**config.mk**
```make
export PLATFORM = sky130hd
export DESIGN_NAME = sram_arbiter
export DESIGN_NICKNAME = d
export VERILOG_FILES = /design/src/rtl/sram_arbiter.sv
export SDC_FILE = /design/constraint.sdc
export NUM_CORES = 1
export LEC_CHECK = 0
export ABC_AREA = 1
export CORE_UTILIZATION = 44
export DETAILED_ROUTE_END_ITERATION = 6
export GPL_TIMING_DRIVEN = 0
export PLACE_DENSITY_LB_ADDON = 0.08
export SETUP_SLACK_MARGIN = 0.15
export SLEW_MARGIN = 20
export SYNTH_ARGS = -nofsm -noshare
export SYNTH_HDL_FRONTEND = slang
export SYNTH_SLANG_ARGS = --single-unit
export TNS_END_PERCENT = 10
```
**constraint.sdc**
```tcl
create_clock -name clk -period 1.95 [get_ports clk]
set_clock_uncertainty 0.2 [all_clocks]
set_input_delay 0.4875 -clock clk [delete_from_list [all_inputs] [get_ports clk]]
set_output_delay 0.4875 -clock clk [all_outputs]
set_load 0.1 [all_outputs]
```
**src/rtl/sram_arbiter.sv**
```systemverilog
// sram_arbiter: two-requester arbiter in front of a single-port SRAM.
// Each granted access takes three cycles: IDLE (sample and latch),
// ACCESS (one SRAM cycle), and DONE (one-cycle ack pulse to the winner).
// Configuration macro SRAM_ARB_FIXED_PRI_EN:
//   - Defined: requester 0 always wins when both requesters ask at once.
//   - Undefined (default): ties are resolved round-robin against the last grant.
module sram_arbiter #(
  parameter int ADDR_W = 4,
  parameter int DATA_W = 8
) (
  input  logic              clk,
  input  logic              reset,
  input  logic              req0,
  input  logic              req1,
  input  logic              we0,
  input  logic              we1,
  input  logic [ADDR_W-1:0] addr0,
  input  logic [ADDR_W-1:0] addr1,
  input  logic [DATA_W-1:0] wdata0,
  input  logic [DATA_W-1:0] wdata1,
  output logic              ack0,
  output logic              ack1,
  output logic [DATA_W-1:0] rdata0,
  output logic [DATA_W-1:0] rdata1,
  output logic              busy,
  output logic [ADDR_W-1:0] sram_address,
  output logic [DATA_W-1:0] sram_data_in,
  output logic              sram_write_en,
  input  logic [DATA_W-1:0] sram_data_out
);

  typedef enum logic [1:0] {
    IDLE,
    ACCESS,
    DONE
  } state_t;

  state_t            state;
  logic              grant_id;
  logic              lat_we;
  logic [ADDR_W-1:0] lat_addr;
  logic [DATA_W-1:0] lat_wdata;
  logic              winner;

`ifndef SRAM_ARB_FIXED_PRI_EN
  // Id of the most recently granted requester. It resets to 1 so that
  // requester 0 wins the first tie.
  logic              last_grant;
`endif

  // The SRAM sees only the latched request. Later changes on the requester
  // ports therefore cannot disturb an access that is already in progress.
  assign sram_address = lat_addr;
  assign sram_data_in = lat_wdata;

`ifdef SRAM_ARB_FIXED_PRI_EN
  // Fixed priority: requester 0 wins whenever it is asking.
  always_comb begin
    winner = 1'b0;
    if (!req0) winner = 1'b1;
  end
`else
  // Round-robin: on a tie, the requester that was not served last wins.
  always_comb begin
    winner = 1'b0;
    if (req0 && req1) winner = ~last_grant;
    else if (!req0)   winner = 1'b1;
  end
`endif

  // Single state machine. It latches the winner's request, runs exactly one
  // SRAM cycle, then pulses the winner's ack. All outputs are registered.
  always_ff @(posedge clk) begin
    if (reset) begin
      state         <= IDLE;
      grant_id      <= 1'b0;
      lat_we        <= 1'b0;
      lat_addr      <= '0;
      lat_wdata     <= '0;
      ack0          <= 1'b0;
      ack1          <= 1'b0;
      rdata0        <= '0;
      rdata1        <= '0;
      busy          <= 1'b0;
      sram_write_en <= 1'b0;
`ifndef SRAM_ARB_FIXED_PRI_EN
      last_grant    <= 1'b1;
`endif
    end else begin
      case (state)
        IDLE: begin
          ack0 <= 1'b0;
          ack1 <= 1'b0;
          if (req0 || req1) begin
            grant_id      <= winner;
            lat_we        <= winner ? we1 : we0;
            lat_addr      <= winner ? addr1 : addr0;
            lat_wdata     <= winner ? wdata1 : wdata0;
            sram_write_en <= winner ? we1 : we0;
            busy          <= 1'b1;
`ifndef SRAM_ARB_FIXED_PRI_EN
            last_grant    <= winner;
`endif
            state         <= ACCESS;
          end
        end
        ACCESS: begin
          sram_write_en <= 1'b0;
          if (!lat_we) begin
            if (grant_id) rdata1 <= sram_data_out;
            else          rdata0 <= sram_data_out;
          end
          if (grant_id) ack1 <= 1'b1;
          else          ack0 <= 1'b1;
          state <= DONE;
        end
        DONE: begin
          ack0  <= 1'b0;
          ack1  <= 1'b0;
          busy  <= 1'b0;
          state <= IDLE;
        end
        default: begin
          ack0          <= 1'b0;
          ack1          <= 1'b0;
          busy          <= 1'b0;
          sram_write_en <= 1'b0;
          state         <= IDLE;
        end
      endcase
    end
  end

endmodule

```
Word level (Yosys, flattened, before mapping) --
Index checks and enable logic that the tools add are counted.
Storage, ports and cells: bits in registers 37, bits of input ports 38, output and inout bits 32, logic and storage cells 40
Operators by class: eq/ne operators 3, multiplexer cells 11, bitwise logic cells 5, reductions and logical operators 9
Operators by type and width (number):
- 8-bit two-way mux | 1
- 2-bit AND reduction | 3
- 3-bit AND reduction | 2
- 1-bit two-way mux | 5
- 1-bit inverter | 5
- 4-bit two-way mux | 1
- 1-bit one-hot mux with 2 select lines | 2
- 2-bit one-hot mux with 2 select lines | 1
- 2-bit by 1-bit == test with 1-bit output, second input constant | 1
- 2-bit == test, second input constant | 1
- 2-bit logical NOT | 1
- 2-bit two-way mux | 1
- 2-bit inequality test, second input constant | 1
- 2-bit OR reduction | 1
- 1-bit logical AND | 1
- 1-bit logical OR | 1

Depth between registers and ports, before layout --
word-level depth 5, mapped depth 7, gate-level depth less buffers 7

Worst setup path before layout --
No wires, ideal clock.
path kind reg-to-output, from reg ack1, to out ack1, arrival time 925 ps, required time 1262 ps, path slack 337 ps, cell stages (with the launch flop) 1, path buffers 0, path through dfxtp_1
RTL lines:
- start: declaration | RTL line 22 | output logic ack1,
- start signal: assignment | RTL line 81 | ack1 <= 1'b0;
- start signal: assignment | RTL line 93 | ack1 <= 1'b0;
- start signal: assignment | RTL line 113 | if (grant_id) ack1 <= 1'b1;
No word-level cell between the ends.

Worst setup path in the final report --
from reg rdata1[5], to out rdata1[5]
RTL lines:
- start: declaration | RTL line 24 | output logic [DATA_W-1:0] rdata1,
- start signal: assignment | RTL line 110 | if (grant_id) rdata1 <= sram_data_out;
No word-level cell between the ends.

==> results.py <==
metrics = {
    "sta": {
        "rsz0062_at_grt": "true",
        "final.period_utilization": 0.926,
        "max_freq_mhz": 554,
        "min_period_ns": 1.80,
        "tightest_slew_ns": 0.501,
        "slew_headroom": 0.669,
        "tns_ns": 0,
        "hold_viol": 0,
        "worst_slack_ns": 0.145,
        "drv_slew": 0,
        "setup_viol": 0,
    },
    "clocking": {
        "clock_sinks": 37,
        "root_buffer": "clkbuf_4",
        "cts_tree": "yes",
        "htreeDepth": 2,
        "path_clk_slew_ns": 0.11,
        "clk_latency_ns": 0.33,
        "cts_buffer_depth": 2,
        "cts_hold_buf": 0,
        "cts_buffers": 5,
    },
    "layout": {
        "drive_above_1_share": 0.173,
        "layout.nets": 332,
        "num_antenna_cells": 0,
        "syn_to_final_growth_pct": 44.7,
        "fillers": 317,
    },
    "route": {
        "wl_per_cell_um": 10.6,
        "viasPerCell": 4.54,
        "drcViolationCount": 0,
        "ant_nets": 0,
        "routed_wl_mm": 3.63,
        "vias": 1547,
        "first_pass_iters": 4,
        "drt_iter0_drc": 75,
    },
    "pwr": {
        "ir_drop_mv": 0.479,
        "p_leak_nw": 1.07,
        "swShare": 0.385,
        "seqPwrFrac": 0.399,
        "cell_internal_pwr_mw": 1.30,
        "power.total_mw": 2.12,
        "p_switching_uw": 816,
        "clkPwrFrac": 0.258,
        "power.density_nw_per_um2": 955,
        "p_comb_frac": 0.343,
    },
    "critical_path": {
        "critPathMaxStageDelay_ns": 0.43,
        "cp-startpoint": "rdata1[5]",
        "path_cells": "buf_2",
        "crit_path_start_kind": "register",
        "end_kind": "output pin",
        "crit_family": "buffers and inverters",
        "r2r_start": "state[1]",
        "cp_num_buf_inv": 1,
        "cp.arrival_ns": 1.12,
        "worstPathMaxFanout": 2,
        "cp_slowest_cell": "buf_2",
        "path_class": "reg2out",
        "required_ns": 1.26,
    },
    "min_path": {
        "hold_path.class": "reg2reg",
        "min_from": "rdata0[7]",
    },
    "logic_synthesis": {
        "avgSynthCellArea_sq_um": 7.04,
        "synth-simple-area-share": 0.307,
        "synth_top_area_frac": 0.482,
        "yosys_warnings": 0,
        "synthAdderAreaFrac": 0,
        "synthMuxAreaShare": 0,
        "synth.distinct_cells": 19,
        "ys_seq_elements": 37,
        "ys_seq_area_frac": 0.482,
        "synth_xor_area_frac": 0,
        "synth_top_family_by_area": "simple AND/OR/NAND/NOR gates",
        "syn_inst": 218,
        "synth_compound_area_frac": 0.129,
        "synth_area_sq_um": 1540,
        "synth_nets": 256,
        "synth_top_area_cell": "dfxtp_1",
        "synth.area.top_cells": "dfxtp_1 48%, nor2_1 14%, nand2_1 11%",
    },
    "global_route": {
        "grt_pass1_wl_mm": 5.59,
        "grt_max_degree": 12,
        "grtUsageTotal": 0.206,
        "gr-total-overflow": 0,
        "antenna_found_initial": 0,
        "grt_pass1_vias": 1316,
    },
    "flow_run": {
        "cap_violations": 0,
    },
    "floorplanning": {
        "ioPinCount": 70,
        "coreArea_sq_um": 3340,
        "die_h_um": 61.1,
        "placementRows": 21,
        "dieArea_sq_um": 3730,
        "die_w_um": 61.1,
        "start_util": 0.460,
    },
    "place": {
        "gp_routability_congestion": 0.785,
        "hpwl_mm": 2.76,
        "io_buffers": 69,
        "post-place-ws_ns": -0.208,
    },
    "outcome": {
        "status": "complete, no violations",
    },
}
kinds of logic after synthesis:
family	Yosys count
AOI/OAI and AO/OA	35
buffers and inverters	30
DFF	37
and+or+nand+nor	116
final timing paths:
check,endpoint,slack (ns),depth (start not counted)
max,rdata1[5],0.15,1
min,rdata0[7],0.27,2
max reg2reg,sram_address[2],0.50,7
min reg2reg,rdata0[7],0.27,2
metal layers:
| layer | vias up | GRT usage | share of wire |
|---|---|---|---|
| met3 | 9 | 0.0462 | 0.046 |
| met2 | 41 | 0.331 | 0.44 |
| met4 | 0 | 0.107 | 0.019 |
| li1 | 832 | - | - |
| met5 | - | 0 | 0 |
| met1 | 665 | 0.260 | 0.49 |
state kept, by name, summed over array words and instances (netlist names):
signal and cells:
rdata0 8, ack0 1, sram_address 4, last_grant 1, lat_we 1, grant_id 1
rdata1 8, state 2, busy 1, ack1 1, sram_data_in 8, sram_write_en 1
Yosys cell counts (all sizes together):
| library cell | count |
|---|---|
| nand3 | 10 |
| a21oi | 12 |
| buf | 4 |
| nor2 | 62 |
| o21bai | 1 |
| clkbuf | 3 |
| inv | 23 |
| nand2 | 44 |
| o211ai | 1 |
| a21boi | 1 |
| dfxtp | 37 |
| o21ai | 20 |
what timing repair did:
| action | 4_1_cts | 5_1_grt |
|---|---|---|
| gates resized for setup | 152 | 13 |
| endpoints found under the setup margin | 32 | 32 |
| setup buffers | 0 | 0 |
metrics by stage:
step	util	cell area [sq um]	instances	hold slack (ns)
2_1_floorplan	-	1540	218	0.269
3_3_place_gp	0.684	2280	333	0.254
3_5_place_dp	0.684	2280	333	0.259
4_1_cts	0.678	2260	341	0.273
5_1_grt	0.666	2220	341	0.300
6_report	0.666	2220	341	0.268
power groups by stage:
stage               clock [mW]  combinational, mW  sequential, mW
floorplan                    0              0.184            1.23
global placement             0              0.768           0.863
detailed placement           0              0.771           0.865
CTS                      0.560              0.741           0.847
global route             0.591              0.775           0.853
finish                   0.546              0.728           0.846
layout make-up:
cell class / instances / area, sq um / share of cell area
repair buffers: 69 / 543 / 0.245
flip-flops and latches: 37 / 741 / 0.334
clock inverters: 1 / 30.0 / 0.0135
inverters: 23 / 86.3 / 0.0389
plain buffers: 7 / 38.8 / 0.0175
well taps: 46 / 57.6 / 0.0259
clock buffers: 7 / 55.1 / 0.0248
multi-input cells: 151 / 669 / 0.301
layout by cell type, fill, tap and decap left out, types with 2 or more instances in the layout:
cell type        netlist  routed
nor2_1                59      59
nand2_1               43      43
dfxtp_1               37      37
clkdlybuf4s50_1        0      37
buf_2                  1      28
inv_1                 21      21
o21ai_0               16      16
a21oi_1               11      11
nand3_1               10      10
clkbuf_4               0       8
buf_4                  3       5
clkbuf_1               3       4
o21ai_1                4       4
nor2_2                 2       2
inv_2                  2       2
Power figures use the tool's default switching activity.
==> RTL change (same flow settings) <==
`ADDR_W`: 4 -> 5.
--- a/src/rtl/sram_arbiter.sv
+++ b/src/rtl/sram_arbiter.sv
@@ -5,7 +5,7 @@
 //   - Defined: requester 0 always wins when both requesters ask at once.
 //   - Undefined (default): ties are resolved round-robin against the last grant.
 module sram_arbiter #(
-  parameter int ADDR_W = 4,
+  parameter int ADDR_W = 5,
   parameter int DATA_W = 8
 ) (
   input  logic              clk,
Interface: changed (resized addr0, addr1 and sram_address); port bits go from 70 to 73. The function was not compared with the original's and may differ.
==> RTL change against the unedited design <==
Global-route usage is 0.60 points higher; sequential cell count up 1; largest power group unchanged; setup slack got worse by 0.017 ns; area after synthesis rose by 2.4%; total power rose by 7.9%; wire length is 5.1% higher; critical endpoint is now rdata0[1]; cell area rose by 3.7%; non-clock buffer count up 4.
==> RTL change: results (changes against the unedited design) <==
status=complete, no violations; R2R depth=7 (unchanged); DR pass1 iterations=4 (unchanged); HPWL after DPL=2.78 mm (+0.77%); worst skew pair latency=0.34 ns; 1st-iter DRT viols=92 (+23%); Reg clk slew, reported paths=approximately 0.12 ns; layout cell share with drive strength beyond 1=0.166 (-0.00676); vias per cell=4.59 (+1.2%); WL/cell=10.8 um (+1.5%); vias in the first global route=1,437 (+9.2%); Top delay family on crit path=buffers and inverters; Peak VDD IR=0.000541 V (+13%); CTS max path bufs=2 (unchanged); sequential element share of the synthesized area=0.484 (+0.00160); H-Tree Depth=2 (unchanged); Hold Path Class=flop to flop; first-pass GRT wire length=6.01 mm (+7.5%); IO Port Bufs=72 (+4.3%); FFs w/ async S/R, synth=0 (unchanged); CTS root buf=clkbuf_4; initial antenna violation count=0 (unchanged); Worst Max-Slew Pin Slew=0.505 ns (+0.00412 ns); slowest cell on the critical path=buf_2; Synth top cells by count=nor2_1, nand2_1, dfxtp_1, inv_1, o21ai_0; Synth area leaders=dfxtp_1, nor2_1, nand2_1; routability-driven placement congestion ratio=0.771 (-1.8%); DP Area=2350 sq um (+2.9%); top-count cell post-synth=nor2_1; ant diodes=0 (unchanged); pin count of the biggest net entering global routing=14 (+2); delay of the slowest critical-path stage=0.43 ns (about the same); GRT Overall Usage=0.212 (+0.00600); P_leak=1.12 nW (+4.5%); Net count, final=346 (+4.2%); TritonCTS Buffers=5 (unchanged); Crit path arrival time=1.13 ns; Mapped Nets=267 (+4.3%); critical path fanouts, max=2 (unchanged); Yosys cell types=17 (-2); WHS Path Cells=2 (unchanged); Yosys warning count=0 (unchanged); fill count=320 (+0.95%)
RTL change: cells by family (layout without fill, tap and decap cells):
| group | count (synthesis) | after routing | share of synthesized area |
|---|---|---|---|
| DFF | 38 | 38 | 0.484 |
| AOI/OAI and AO/OA | 36 | 36 | 0.127 |
| and+or+nand+nor | 121 | 121 | 0.302 |
| buffers and inverters | 32 | 112 | 0.0876 |
RTL change: metrics by stage:
stage | setup WS [ns] | utilization | instances
global route | 0.0742 | 0.680 | 353
floorplan | 0.337 | - | 227
CTS | 0.0317 | 0.697 | 353
finish | 0.128 | 0.680 | 353
global placement | -0.197 | 0.693 | 345
detailed placement | -0.204 | 0.693 | 345
RTL change: worst paths after layout:
path                            startpoint  slack (ns)   endpoint
worst max-delay path             rdata0[1]        0.13  rdata0[1]
worst min-delay path             rdata0[6]        0.27  rdata0[6]
worst max register to register    state[1]        0.50  rdata1[6]
worst min register to register   rdata0[6]        0.27  rdata0[6]
RTL change: where the power goes:
group          switching (mW)  internal [mW]
logic                   0.568          0.186
clock network           0.264          0.401
registers              0.0300          0.839
total                   0.862           1.43
RTL change: cell type report:
cell class,count,area (sq um),area share
clock buffers,5,37.5,0.0163
clock inverters,3,68.8,0.0299
plain buffers,8,47.5,0.0206
flip-flops and latches,38,761,0.330
inverters,24,90.1,0.0391
multi-input cells,157,673,0.292
repair buffers,72,568,0.247
well taps,46,57.6,0.0250
RTL change: metal layers:
metal | wire length, um | track usage | up-vias | part of all wire
li1 | - | - | 864 | -
met1 | 1800 | 0.266 | 703 | 0.47
met2 | 1780 | 0.364 | 51 | 0.47
met3 | 225 | 0.0642 | 2 | 0.059
met4 | 14 | 0.0381 | 0 | 0.0037
met5 | 0 | 0 | - | 0
RTL change: worst reg2reg max path: stages, from the launching register on:
cell and delay, ns:
dfxtp_1 0.33, inv_1 0.08, nand2_1 0.09, inv_2 0.15, nand2_2 0.13, inv_1 0.22
nor2_1 0.06, nor2_1 0.12
RTL change: timing repair:
item	CTS	global route
gates resized for setup	154	16
hold buffers	0	0
setup buffers	0	0
setup endpoints to repair	33	37
